`src/rtl/lsu_pkg.sv`:
```
// Package: lsu_pkg
// Shared encodings for the load/store unit: access sizes, FSM states and byte-lane masks.
package lsu_pkg;

    localparam logic [1:0] SZ_BYTE = 2'b00;
    localparam logic [1:0] SZ_HALF = 2'b01;
    localparam logic [1:0] SZ_WORD = 2'b10;

    localparam logic [31:0] BYTE_MASK = 32'h0000_00FF;
    localparam logic [31:0] HALF_MASK = 32'h0000_FFFF;

    typedef enum logic {IDLE, RMW} state_e;

    // The reserved size 2'b11 behaves as a word, so only the two low encodings are sub-word.
    function automatic logic is_subword(input logic [1:0] size);
        return (size == SZ_BYTE) || (size == SZ_HALF);
    endfunction

endpackage

```
`src/rtl/lsu_lane_merge.sv`:
```
// Module: lsu_lane_merge
// Combinational little-endian lane logic: extract/extend for loads, lane replace for stores.
module lsu_lane_merge
    import lsu_pkg::*;
(
    input  logic [31:0] word_i,
    input  logic [1:0]  offset_i,
    input  logic [1:0]  size_i,
    input  logic        unsigned_i,
    input  logic [31:0] wdata_i,
    output logic [31:0] load_data_o,
    output logic [31:0] merged_o
);

    logic [4:0]  lane_shift;
    logic [15:0] lane;
    logic [31:0] mask;

    assign lane_shift = {offset_i, 3'b000};
    assign lane       = 16'(word_i >> lane_shift);

    always_comb begin
        // NOTE: every output gets a default first, so no path through the case infers a latch.
        load_data_o = word_i;
        mask        = 32'hFFFF_FFFF;
        case (size_i)
            SZ_BYTE: begin
                load_data_o = {{24{lane[7] & ~unsigned_i}}, lane[7:0]};
                mask        = BYTE_MASK << lane_shift;
            end
            SZ_HALF: begin
                load_data_o = {{16{lane[15] & ~unsigned_i}}, lane[15:0]};
                mask        = HALF_MASK << lane_shift;
            end
            default: ;
        endcase
        merged_o = (word_i & ~mask) | ((wdata_i << lane_shift) & mask);
    end

endmodule

```
`src/rtl/load_store_unit.sv`:
```
// Module: load_store_unit
// MEM-stage load/store front end with 2-cycle sub-word RMW; `define MISALIGN_TRAP_EN to trap misaligned accesses.
module load_store_unit
    import lsu_pkg::*;
#(
    parameter int MEM_WORDS = 32
) (
    input  logic        CLK,
    input  logic        RESET,
    input  logic        req_valid,
    output logic        req_ready,
    input  logic        req_write,
    input  logic [1:0]  req_size,
    input  logic        req_unsigned,
    input  logic [31:0] req_addr,
    input  logic [31:0] req_wdata,
    output logic        resp_valid,
    output logic [31:0] resp_rdata,
    output logic        resp_err,
    output logic [31:0] mem_addr,
    output logic        mem_read,
    output logic        mem_write,
    output logic [31:0] mem_wdata,
    input  logic [31:0] mem_rdata
);

    localparam logic [29:0] WORD_LIMIT = 30'(MEM_WORDS);

    state_e      state_q;
    logic [29:0] idx_q;
    logic [31:0] merged_q;
    logic        resp_valid_q;
    logic        resp_err_q;
    logic [31:0] resp_rdata_q;

    logic [1:0]  offset;
    logic        misaligned;
    logic        subword;
    logic        in_range;
    logic        accept;
    logic        go;
    logic [31:0] load_data;
    logic [31:0] merged_d;

    always_comb begin
        offset     = req_addr[1:0];
        misaligned = 1'b0;
`ifdef MISALIGN_TRAP_EN
        if (req_size == SZ_HALF)       misaligned = req_addr[0];
        else if (req_size >= SZ_WORD)  misaligned = |req_addr[1:0];
`else
        if (req_size == SZ_HALF)       offset[0] = 1'b0;
        else if (req_size >= SZ_WORD)  offset    = 2'b00;
`endif
    end

    assign subword   = is_subword(req_size);
    assign in_range  = req_addr[31:2] < WORD_LIMIT;
    assign req_ready = (state_q == IDLE) && !RESET;
    assign accept    = req_valid && req_ready;
    assign go        = accept && in_range && !misaligned;

    // In RMW the memory port belongs to the pending write-back, not to the request bus.
    assign mem_addr  = (state_q == RMW) ? {2'b00, idx_q} : {2'b00, req_addr[31:2]};
    assign mem_read  = go && (!req_write || subword);
    assign mem_write = !RESET && ((state_q == RMW) || (go && req_write && !subword));
    assign mem_wdata = (state_q == RMW) ? merged_q : req_wdata;

    lsu_lane_merge u_lane_merge (
        .word_i      (mem_rdata),
        .offset_i    (offset),
        .size_i      (req_size),
        .unsigned_i  (req_unsigned),
        .wdata_i     (req_wdata),
        .load_data_o (load_data),
        .merged_o    (merged_d)
    );

    always_ff @(posedge CLK or posedge RESET) begin
        if (RESET) begin
            state_q      <= IDLE;
            idx_q        <= '0;
            merged_q     <= '0;
            resp_valid_q <= 1'b0;
            resp_err_q   <= 1'b0;
            resp_rdata_q <= '0;
        end else begin
            // NOTE: non-blocking assignments, so every register here sees pre-edge values.
            resp_valid_q <= 1'b0;
            resp_err_q   <= 1'b0;
            case (state_q)
                IDLE: begin
                    if (accept) begin
                        resp_valid_q <= 1'b1;
                        resp_rdata_q <= '0;
                        if (misaligned) begin
                            resp_err_q <= 1'b1;
                        end else if (in_range && !req_write) begin
                            resp_rdata_q <= load_data;
                        end else if (in_range && subword) begin
                            resp_valid_q <= 1'b0;
                            merged_q     <= merged_d;
                            idx_q        <= req_addr[31:2];
                            state_q      <= RMW;
                        end
                    end
                end
                RMW: begin
                    resp_valid_q <= 1'b1;
                    resp_rdata_q <= '0;
                    state_q      <= IDLE;
                end
                default: state_q <= IDLE;
            endcase
        end
    end

    assign resp_valid = resp_valid_q;
    assign resp_rdata = resp_rdata_q;
    assign resp_err   = resp_err_q;

endmodule
```
`config.mk`:
```
export PLATFORM = sky130hd
export DESIGN_NAME = load_store_unit
export DESIGN_NICKNAME = d
export VERILOG_FILES = /design/src/rtl/lsu_pkg.sv /design/src/rtl/lsu_lane_merge.sv /design/src/rtl/load_store_unit.sv
export SDC_FILE = /design/constraint.sdc
export NUM_CORES = 1
export LEC_CHECK = 0
export ABC_AREA = 1
export CORE_MARGIN = 2
export CORE_UTILIZATION = 47
export CTS_CLUSTER_DIAMETER = 60
export CTS_CLUSTER_SIZE = 30
export DETAILED_ROUTE_END_ITERATION = 8
export PLACE_DENSITY = 0.82
export SLEW_MARGIN = 10
export SYNTH_ARGS = -nofsm -noshare
export SYNTH_HDL_FRONTEND = slang
export SYNTH_HIERARCHICAL = 1
export SYNTH_SLANG_ARGS = --single-unit
```
`constraint.sdc`:
```
create_clock -name CLK -period 3.6 [get_ports CLK]
set_input_delay 0.36 -clock CLK [delete_from_list [all_inputs] [get_ports CLK]]
set_output_delay 0.36 -clock CLK [all_outputs]
set_load 0.02 [all_outputs]
```
# After elaboration in Yosys (flattened, before gate mapping)
# Index checks and enable logic that the tools add are counted.
dict set report op_classes {
  eq_ne 2
  mul 0
  n_addsub 0
  n_div 0
  n_lt_le_gt_ge 2
  n_reduce_logical 17
  bitwise 9
  muxes 18
  shifts 4
}
# operator count
set ops {}
lappend ops {{$pmux W32 S2} 3}
lappend ops {{$mux W32} 3}
lappend ops {{$and A32 B32 Y32} 2}
lappend ops {{$not A32 Y32} 1}
lappend ops {{$or A32 B32 Y32} 1}
lappend ops {{$shl A16 B5 Y32 const A} 1}
lappend ops {{$shl A32 B5 Y32} 1}
lappend ops {{$shl A8 B5 Y32 const A} 1}
lappend ops {{$shr A32 B5 Y16} 1}
lappend ops {{$lt A30 B6 Y1 const B} 1}
lappend ops {{$mux W30} 1}
lappend ops {{$logic_and A1 B1 Y1} 9}
lappend ops {{$mux W1} 8}
lappend ops {{$pmux W1 S2} 2}
lappend ops {{$reduce_and A4 Y1} 1}
lappend ops {{$logic_not A1 Y1} 3}
lappend ops {{$logic_or A1 B1 Y1} 3}
lappend ops {{$not A1 Y1} 3}
lappend ops {{$and A1 B1 Y1} 2}
lappend ops {{$eq A2 B1 Y1 const B} 1}
lappend ops {{$ge A2 B2 Y1 const B} 1}
lappend ops {{$logic_not A2 Y1} 1}
lappend ops {{$mux W2} 1}
lappend ops {{$ne A2 B2 Y1 const B} 1}
dict set report word_totals {
  ram_bits 0
  ff_bits 96
  latch_bits 0
  romBits 0
  in_bits 103
  word_cells 57
  output_inout_bits 101
  mem_count 0
}

# Depth between registers and ports, before layout
# Gate-level depths: netlist of the first run.
dict set report logic_depth {
  word_depth 9
  mapped_depth 12
}

# Hierarchy
# Netlist of the first run, hierarchy kept.
# module n_inst area_each_um2 cells_each seq_area_each_um2
set by_module_without_submodules {}
lappend by_module_without_submodules {load_store_unit 1 4611.9 627 2402.3}
lappend by_module_without_submodules {lsu_lane_merge 1 1589.0 362 0.0}

# Worst setup path before layout of the first run
# OpenSTA, ideal clock, no wires.
dict set report synth_path {
  path_type {reg-to-output}
  startpoint {register state_q}
  endpoint {output mem_write}
  setup_slack_ps 1830
  stages_incl_launch_ff 6
  arrival_ps 1410
  n_path_buf 2
  path_cell_list {dfrtp_1 -> buf_2 -> nor3b_4 -> buf_2 -> nand3_1 -> a21oi_1}
}
dict set report synth_between {
  elab_chain_cells 8
}
# element line_no
set synth_lines {}
lappend synth_lines {{start: declaration} load_store_unit.sv:29} ;# state_e state_q;
lappend synth_lines {{start signal: assignment} load_store_unit.sv:81} ;# state_q <= IDLE;
lappend synth_lines {{start signal: assignment} load_store_unit.sv:104} ;# state_q <= RMW;
lappend synth_lines {{start signal: assignment} load_store_unit.sv:111} ;# state_q <= IDLE;
lappend synth_lines {{$not A1 Y1 (no line)} -}
lappend synth_lines {{$logic_and A1 B1 Y1} load_store_unit.sv:59} ;# assign req_ready = (state_q == IDLE) && !RESET;
lappend synth_lines {{$logic_and A1 B1 Y1} load_store_unit.sv:60} ;# assign accept = req_valid && req_ready;
lappend synth_lines {{$logic_and A1 B1 Y1} load_store_unit.sv:61} ;# assign go = accept && in_range && !misaligned;
lappend synth_lines {{$logic_and A1 B1 Y1 (2 in a row)} load_store_unit.sv:66} ;# assign mem_write = !RESET && ((state_q == RMW) || (go && req_write && !subword));
lappend synth_lines {{$logic_or A1 B1 Y1 (*)} load_store_unit.sv:66}
lappend synth_lines {{$logic_and A1 B1 Y1 (*)} load_store_unit.sv:66}
lappend synth_lines {{end: declaration} load_store_unit.sv:22} ;# output logic mem_write,
# Every way passes the cells marked *; elsewhere a longest branch is shown, timed or not.

# Final worst setup path of the first run
dict set report layout_path {
  startpoint {register state_q}
  endpoint {output mem_addr[8]}
}
dict set report layout_between {
  elab_chain_cells 1
}
# element line_no
set layout_lines {}
lappend layout_lines {{$mux W30} load_store_unit.sv:64} ;# assign mem_addr = (state_q == RMW) ? {2'b00, idx_q} : {2'b00, req_addr[31:2]};
lappend layout_lines {{end: declaration} load_store_unit.sv:20} ;# output logic [31:0] mem_addr,
# Every way passes these cells.

==> results of run 1 <==
-- power breakdown --
group	switching (mW)	internal, mW	total (mW)
clock	0.426	0.557	0.984
combinational	0.344	0.248	0.592
sequential	0.000223	1.08	1.08
total	0.770	1.88	2.65
-- worst max-delay path by stage --
stage,cells past startpoint,endpoint,from
finish,4,mem_addr[8],state_q$_DFF_PP0_
global route,4,mem_write,state_q$_DFF_PP0_
CTS,4,mem_addr[8],state_q$_DFF_PP0_
detailed placement,10,resp_rdata[13]$_DFFE_PP0P_,req_size[1]
global placement,10,resp_rdata[22]$_DFFE_PP0P_,req_size[1]
floorplan,1,idx_q[0]$_DFFE_PP0P_,RESET
-- critical path, stage by stage, from the launching register on --
cell,delay (ns)
dfrtp_2,0.78
buf_4,0.47
nand2_1,0.14
o21ai_0,0.11
clkdlybuf4s50_1,0.63
-- per-stage QoR --
step	utilization	instance area (µm²)	setup slack (ns)
5_1_grt	0.6683	8537	0.6241
6_report	0.6683	8537	0.7586
3_5_place_dp	0.6451	8240	0.6601
4_1_cts	0.6683	8537	0.7690
2_1_floorplan	-	6208	0.7346
3_3_place_gp	0.6451	8240	0.7746
-- registers in the layout, indices dropped and copies added (netlist names) --
register and flops:
merged_q 32, resp_rdata 32, idx_q 30, resp_valid 1
state_q 1
-- routing by layer --
metal | routed length (µm) | track usage | vias to the layer above
li1 | - | - | 3426
met1 | 9554 | 0.4473 | 3208
met2 | 9689 | 0.4695 | 405
met3 | 1976 | 0.05699 | 52
met4 | 611 | 0.1153 | 0
met5 | 0 | 0 | -
-- cells in the final DEF, fill, tap and decap left out, drive strengths merged, types with 3 or more instances in the layout --
master         instances
nand3                 59
dfrtp                 96
nand2                549
clkbuf                11
o21ai                 59
buf                   16
a21oi                 15
o211ai                 5
clkdlybuf4s50        200
nand4                 37
conb                   3
inv                   63
nor2                  35
-- layout make-up --
cell class                      instances  area (µm²)  area share
Clock buffer                           11       242.7     0.02843
Inverter                               64       241.5     0.02829
Sequential cell                        96        2404      0.2815
Timing Repair Buffer                  216        2122      0.2486
Clock inverter                          4       53.80    0.006302
Multi-Input combinational cell        768        3258      0.3816
Tap cell                              172       215.2     0.02521
-- kinds of logic after synthesis --
family / count (synthesis) / share of synthesized area
flops: 96 / 0.3874
buf+inv: 127 / 0.08999
simple gates: 682 / 0.4496
other cells: 1 / 0.0006047
compound gates: 83 / 0.07244
==> flow_metrics.env, run 1 <==
export IMPL_drv_cap=0
export IMPL_finalCritPeriodShare=0.7893
export IMPL_holdWs_ns=0.4682
export IMPL_die_width_um=118.9
export IMPL_crit_fanout=40
export IMPL_relSlewSlack=0.4064
export IMPL_leakagePower_nw=4.516
export IMPL_cts_sinks=96
export IMPL_drc=0
export IMPL_async_flop_share=1.000
export IMPL_hold_depth=2
export IMPL_clk_latency_ns=0.35
export IMPL_cp_arrival_ns=2.48
export IMPL_start_util=0.4855
export IMPL_rows=41
export IMPL_start_kind="flip-flop"
export IMPL_power_density_mw_per_mm2=310.9
export IMPL_layout_cells_non_filler=1331
export IMPL_synthToLayoutAreaGrowth_pct=37.67
export IMPL_synth_edf_count=0
export IMPL_portBuffers=200
export IMPL_n_antenna_cell=0
export IMPL_nFillCells=1161
export IMPL_grt_pass1_wl_um=35270
export IMPL_grtUsageTotal=0.3117
export IMPL_synthesis_area_mm2=0.006201
export IMPL_drive_above_1_share=0.04573
export IMPL_seq_area_frac_synth=0.3874
export IMPL_cts_buffers=9
export IMPL_fin_crit_ns=2.841
export IMPL_hold_path_endpoint="idx_q[21]$_DFFE_PP0P_"
export IMPL_ys_top_cells_by_count="nand2_1, dfrtp_1, o21ai_0, inv_1, nand3_1"
export IMPL_r2r_start="state_q$_DFF_PP0_"
export IMPL_vias_per_cell=5.328
export IMPL_hpwl_um=16020
export IMPL_r2r_cells=6
export IMPL_status="completed"
export IMPL_routed_wl_um=21830
export IMPL_antenna_left=0
export IMPL_cts_resized=0
export IMPL_cts_tree="done"
export IMPL_worstSetupPathType="flip-flop to primary output"
export IMPL_vias=7091
export IMPL_rsz0062_at_grt="false"
export IMPL_netlist_instances=989
export IMPL_hp_start="idx_q[21]$_DFFE_PP0P_"
export IMPL_io_pins=204
export IMPL_yosys_warnings=6
export IMPL_rrSetupSlack_ns=1.41
export IMPL_required_ns=3.24
export IMPL_grt_pass1_vias=6572
export IMPL_drt_pass1_iterations=5
export IMPL_htreeDepth=3
export IMPL_ir_worst_vdd_uv=185.2
export IMPL_critPathCaptureType="primary output"
export IMPL_dieArea_mm2=0.01413
export IMPL_core_area_mm2=0.01277
export IMPL_r2r_end="merged_q[14]$_DFFE_PP0P_"
export IMPL_cts_hold_buf=0
export IMPL_antenna_found_initial=0
export IMPL_detail_route_wl_per_cell_um=16.40
export IMPL_synth_seq_cells=96
export IMPL_grt_max_degree=64
export IMPL_dp_cells=1316
export IMPL_die_h_um=118.9
export IMPL_fmax_ghz=0.3519
export IMPL_hold_viol_final=0
export IMPL_gp_congestion=1.004
export IMPL_drtIter0Drc=890
export IMPL_yosysMostFrequentCell="nand2_1"
export IMPL_nets=1258
export IMPL_setup_viol=0
export IMPL_final_setup_tns_ns=0
export IMPL_cts_buffer_depth=2
export IMPL_synth_area_leaders="dfrtp_1, nand2_1, o21ai_0, nand3_1, nand4_1"
export IMPL_yosysUniqueCellTypes=27
export IMPL_synth_top_cell_area_share=0.3874
export IMPL_drv_slew=0
export IMPL_postCtsSetupRepairBufs=0
export IMPL_grt_overflow=0
export IMPL_ys_flop_type="dfrtp_1"
export IMPL_avgSynthCellArea_um2=6.270
export IMPL_hold_path_class="flip-flop to flip-flop"
export IMPL_fin_skew_ns=0.01108
export IMPL_tightest_slew_ns=0.8903
export IMPL_cts_clk_slew_worst_paths_ns=0.06
export IMPL_p_total_mw=2.654
export IMPL_root_buffer="clkbuf_16"
export IMPL_yosysTopAreaCell="dfrtp_1"
(Power assumes the default switching activity.)
==> inputs of run 2 (changes only) <==
--- a/config.mk
+++ b/config.mk
@@ -7,11 +7,11 @@
 export LEC_CHECK = 0
 export ABC_AREA = 1
 export CORE_MARGIN = 2
-export CORE_UTILIZATION = 47
+export CORE_UTILIZATION = 42
 export CTS_CLUSTER_DIAMETER = 60
 export CTS_CLUSTER_SIZE = 30
 export DETAILED_ROUTE_END_ITERATION = 8
-export PLACE_DENSITY = 0.82
+export PLACE_DENSITY = 0.77
 export SLEW_MARGIN = 10
 export SYNTH_ARGS = -nofsm -noshare
 export SYNTH_HDL_FRONTEND = slang
==> constraint.sdc (replaced) <==
create_clock -name CLK -period 2.37 [get_ports CLK]
set_input_delay 0.237 -clock CLK [delete_from_list [all_inputs] [get_ports CLK]]
set_output_delay 0.237 -clock CLK [all_outputs]
set_load 0.02 [all_outputs]
==> run 2 against run 1 <==
Compared with the run above:
- clock skew shrank 0.0056 ns
- sequential power grew 52%
- count of clock-buffer cells in the layout stayed put
- die area increased by 11%
- first-iteration DRC count fell by 14%
- flip-flop and latch count unchanged
- clock power increased by 68%
- cell area increased by 3.3%
- worst setup slack got worse by 0.64 ns
- power is 59% higher
- cell count increased by 2.6%
- critical path type unchanged
- highest routed layer unchanged
==> flow_metrics.env, run 2 (synthesis results as in run 1) <==
export IMPL_antenna_found_initial=0
export IMPL_cp_arrival_ns=2.02
export IMPL_pre_cts_slack_ns=0.03010
export IMPL_grt_pass1_vias=6592
export IMPL_relSlewSlack=0.6563
export IMPL_clk_latency_ns=0.35
export IMPL_hpwl_um=16480
export IMPL_hp_start="idx_q[23]$_DFFE_PP0P_"
export IMPL_fmax_ghz=0.4440
export IMPL_power_density_mw_per_mm2=478.5
export IMPL_n_antenna_cell=0
export IMPL_start_util=0.4283
export IMPL_worstPathCellList="inv_2, buf_12, nand2_1, nand2_1, clkdlybuf4s50_1"
export IMPL_critical_path_slowest_cell="clkdlybuf4s50_1"
export IMPL_crit_fanout=43
export IMPL_ir_worst_vdd_uv=388.2
export IMPL_drv_slew=0
export IMPL_synthToLayoutAreaGrowth_pct=42.25
export IMPL_grtUsageMet1=0.3998
export IMPL_crit_path_frequent_cell="nand2_1"
export IMPL_htreeDepth=3
export IMPL_final_cell_mix="nand2_1, clkdlybuf4s50_1, dfrtp_1"
export IMPL_grtUsageTotal=0.2816
export IMPL_finalCritPeriodShare=0.9503
export IMPL_status="completed"
export IMPL_drive_above_1_share=0.06599
export IMPL_busiest_layer="met2"
export IMPL_fin_crit_ns=2.252
export IMPL_drtIter0Drc=761
export IMPL_crit_start="state_q$_DFF_PP0_"
export IMPL_nets=1280
export IMPL_gp_congestion=0.9641
export IMPL_grt_overflow=0
export IMPL_vias=7131
export IMPL_rrSetupSlack_ns=0.46
export IMPL_core_area_mm2=0.01448
export IMPL_root_buffer="clkbuf_16"
export IMPL_grt_use_met2=0.4407
export IMPL_cts_clk_slew_worst_paths_ns=0.07
export IMPL_die_h_um=125.5
export IMPL_start_kind="flip-flop"
export IMPL_rsz0062_at_grt="false"
export IMPL_hold_viol_final=0
export IMPL_hold_path_class="flip-flop to flip-flop"
export IMPL_multiInputGateArea_mm2=0.003258
export IMPL_leakagePower_nw=4.701
export IMPL_layout_commonest_cell="nand2_1"
export IMPL_tightest_slew_ns=0.5155
export IMPL_rows=44
export IMPL_die_width_um=125.5
export IMPL_final_util=0.6092
export IMPL_fin_ws_ns=0.1178
export IMPL_final_seq_area_mm2=0.002404
export IMPL_layout_cells_non_filler=1366
export IMPL_fin_skew_ns=0.005468
export IMPL_vias_per_cell=5.220
export IMPL_grtUsageMet3=0.03423
export IMPL_detail_route_wl_per_cell_um=16.33
export IMPL_antenna_left=0
export IMPL_postCtsSetupRepairBufs=0
export IMPL_grt_pass1_wl_um=35570
export IMPL_holdWs_ns=0.4662
export IMPL_final_setup_tns_ns=0
export IMPL_slowest_delay_ns=0.62
export IMPL_cts_buffer_depth=2
export IMPL_dp_cells=1350
export IMPL_cts_buffers=9
export IMPL_io_pins=204
export IMPL_drt_pass1_iterations=6
export IMPL_drc=0
export IMPL_portBuffers=200
export IMPL_routed_wl_um=22310
export IMPL_drv_cap=0
export IMPL_setup_viol=0
export IMPL_grt_max_degree=97
export IMPL_cts_tree="done"
export IMPL_worstSetupPathType="flip-flop to primary output"
export IMPL_critPathCaptureType="primary output"
export IMPL_required_ns=2.13
export IMPL_dieArea_mm2=0.01575
export IMPL_cts_hold_buf=0
export IMPL_nFillCells=1389
export IMPL_r2r_start="state_q$_DFF_PP0_"
export IMPL_cts_sinks=96
export IMPL_cts_resized=0
[run 2: worst max-delay path, delay by kind of cell, from the launching register on]
| kind | cells | cell delay (ns) |
|---|---|---|
| AND/OR/NAND/NOR | 2 | 0.16 |
| buffers and inverters | 3 | 0.97 |
| flip-flops | 1 | 0.53 |
[run 2: path summary, 6_finish.rpt]
check / to / depth (start not counted)
worst max-delay path: mem_wdata[21] / 5
worst min-delay path: idx_q[23]$_DFFE_PP0P_ / 2
worst max register to register: idx_q[2]$_DFFE_PP0P_ / 6
min in group asynchronous: merged_q[26]$_DFFE_PP0P_ / 4
worst min register to register: idx_q[23]$_DFFE_PP0P_ / 2
max in group asynchronous: state_q$_DFF_PP0_ / 4
[run 2: per-layer routing]
layer / routed length [µm] / part of all wire
met2: 10280 / 0.46
met3: 1808 / 0.081
met1: 9560 / 0.43
met4: 662 / 0.030
met5: 0 / 0
[run 2: per-stage QoR]
step | power (mW) | cell area, µm²
finish | 4.221 | 8821
global route | 4.378 | 8821
CTS | 4.230 | 8812
detailed placement | 2.581 | 8473
global placement | 2.582 | 8473
floorplan | 2.117 | 6212
[run 2: layout make-up]
type / count / share of cell area
Inverter: 64 / 0.02766
Tap cell: 184 / 0.02610
Sequential cell: 96 / 0.2725
Timing Repair Buffer: 238 / 0.2660
Clock inverter: 5 / 0.009787
Multi-Input combinational cell: 768 / 0.3694
Clock buffer: 11 / 0.02865
[run 2: power by group]
group | internal [mW] | switching [mW]
Combinational | 0.401 | 0.528
Sequential | 1.64 | 0.000295
Clock | 0.990 | 0.664
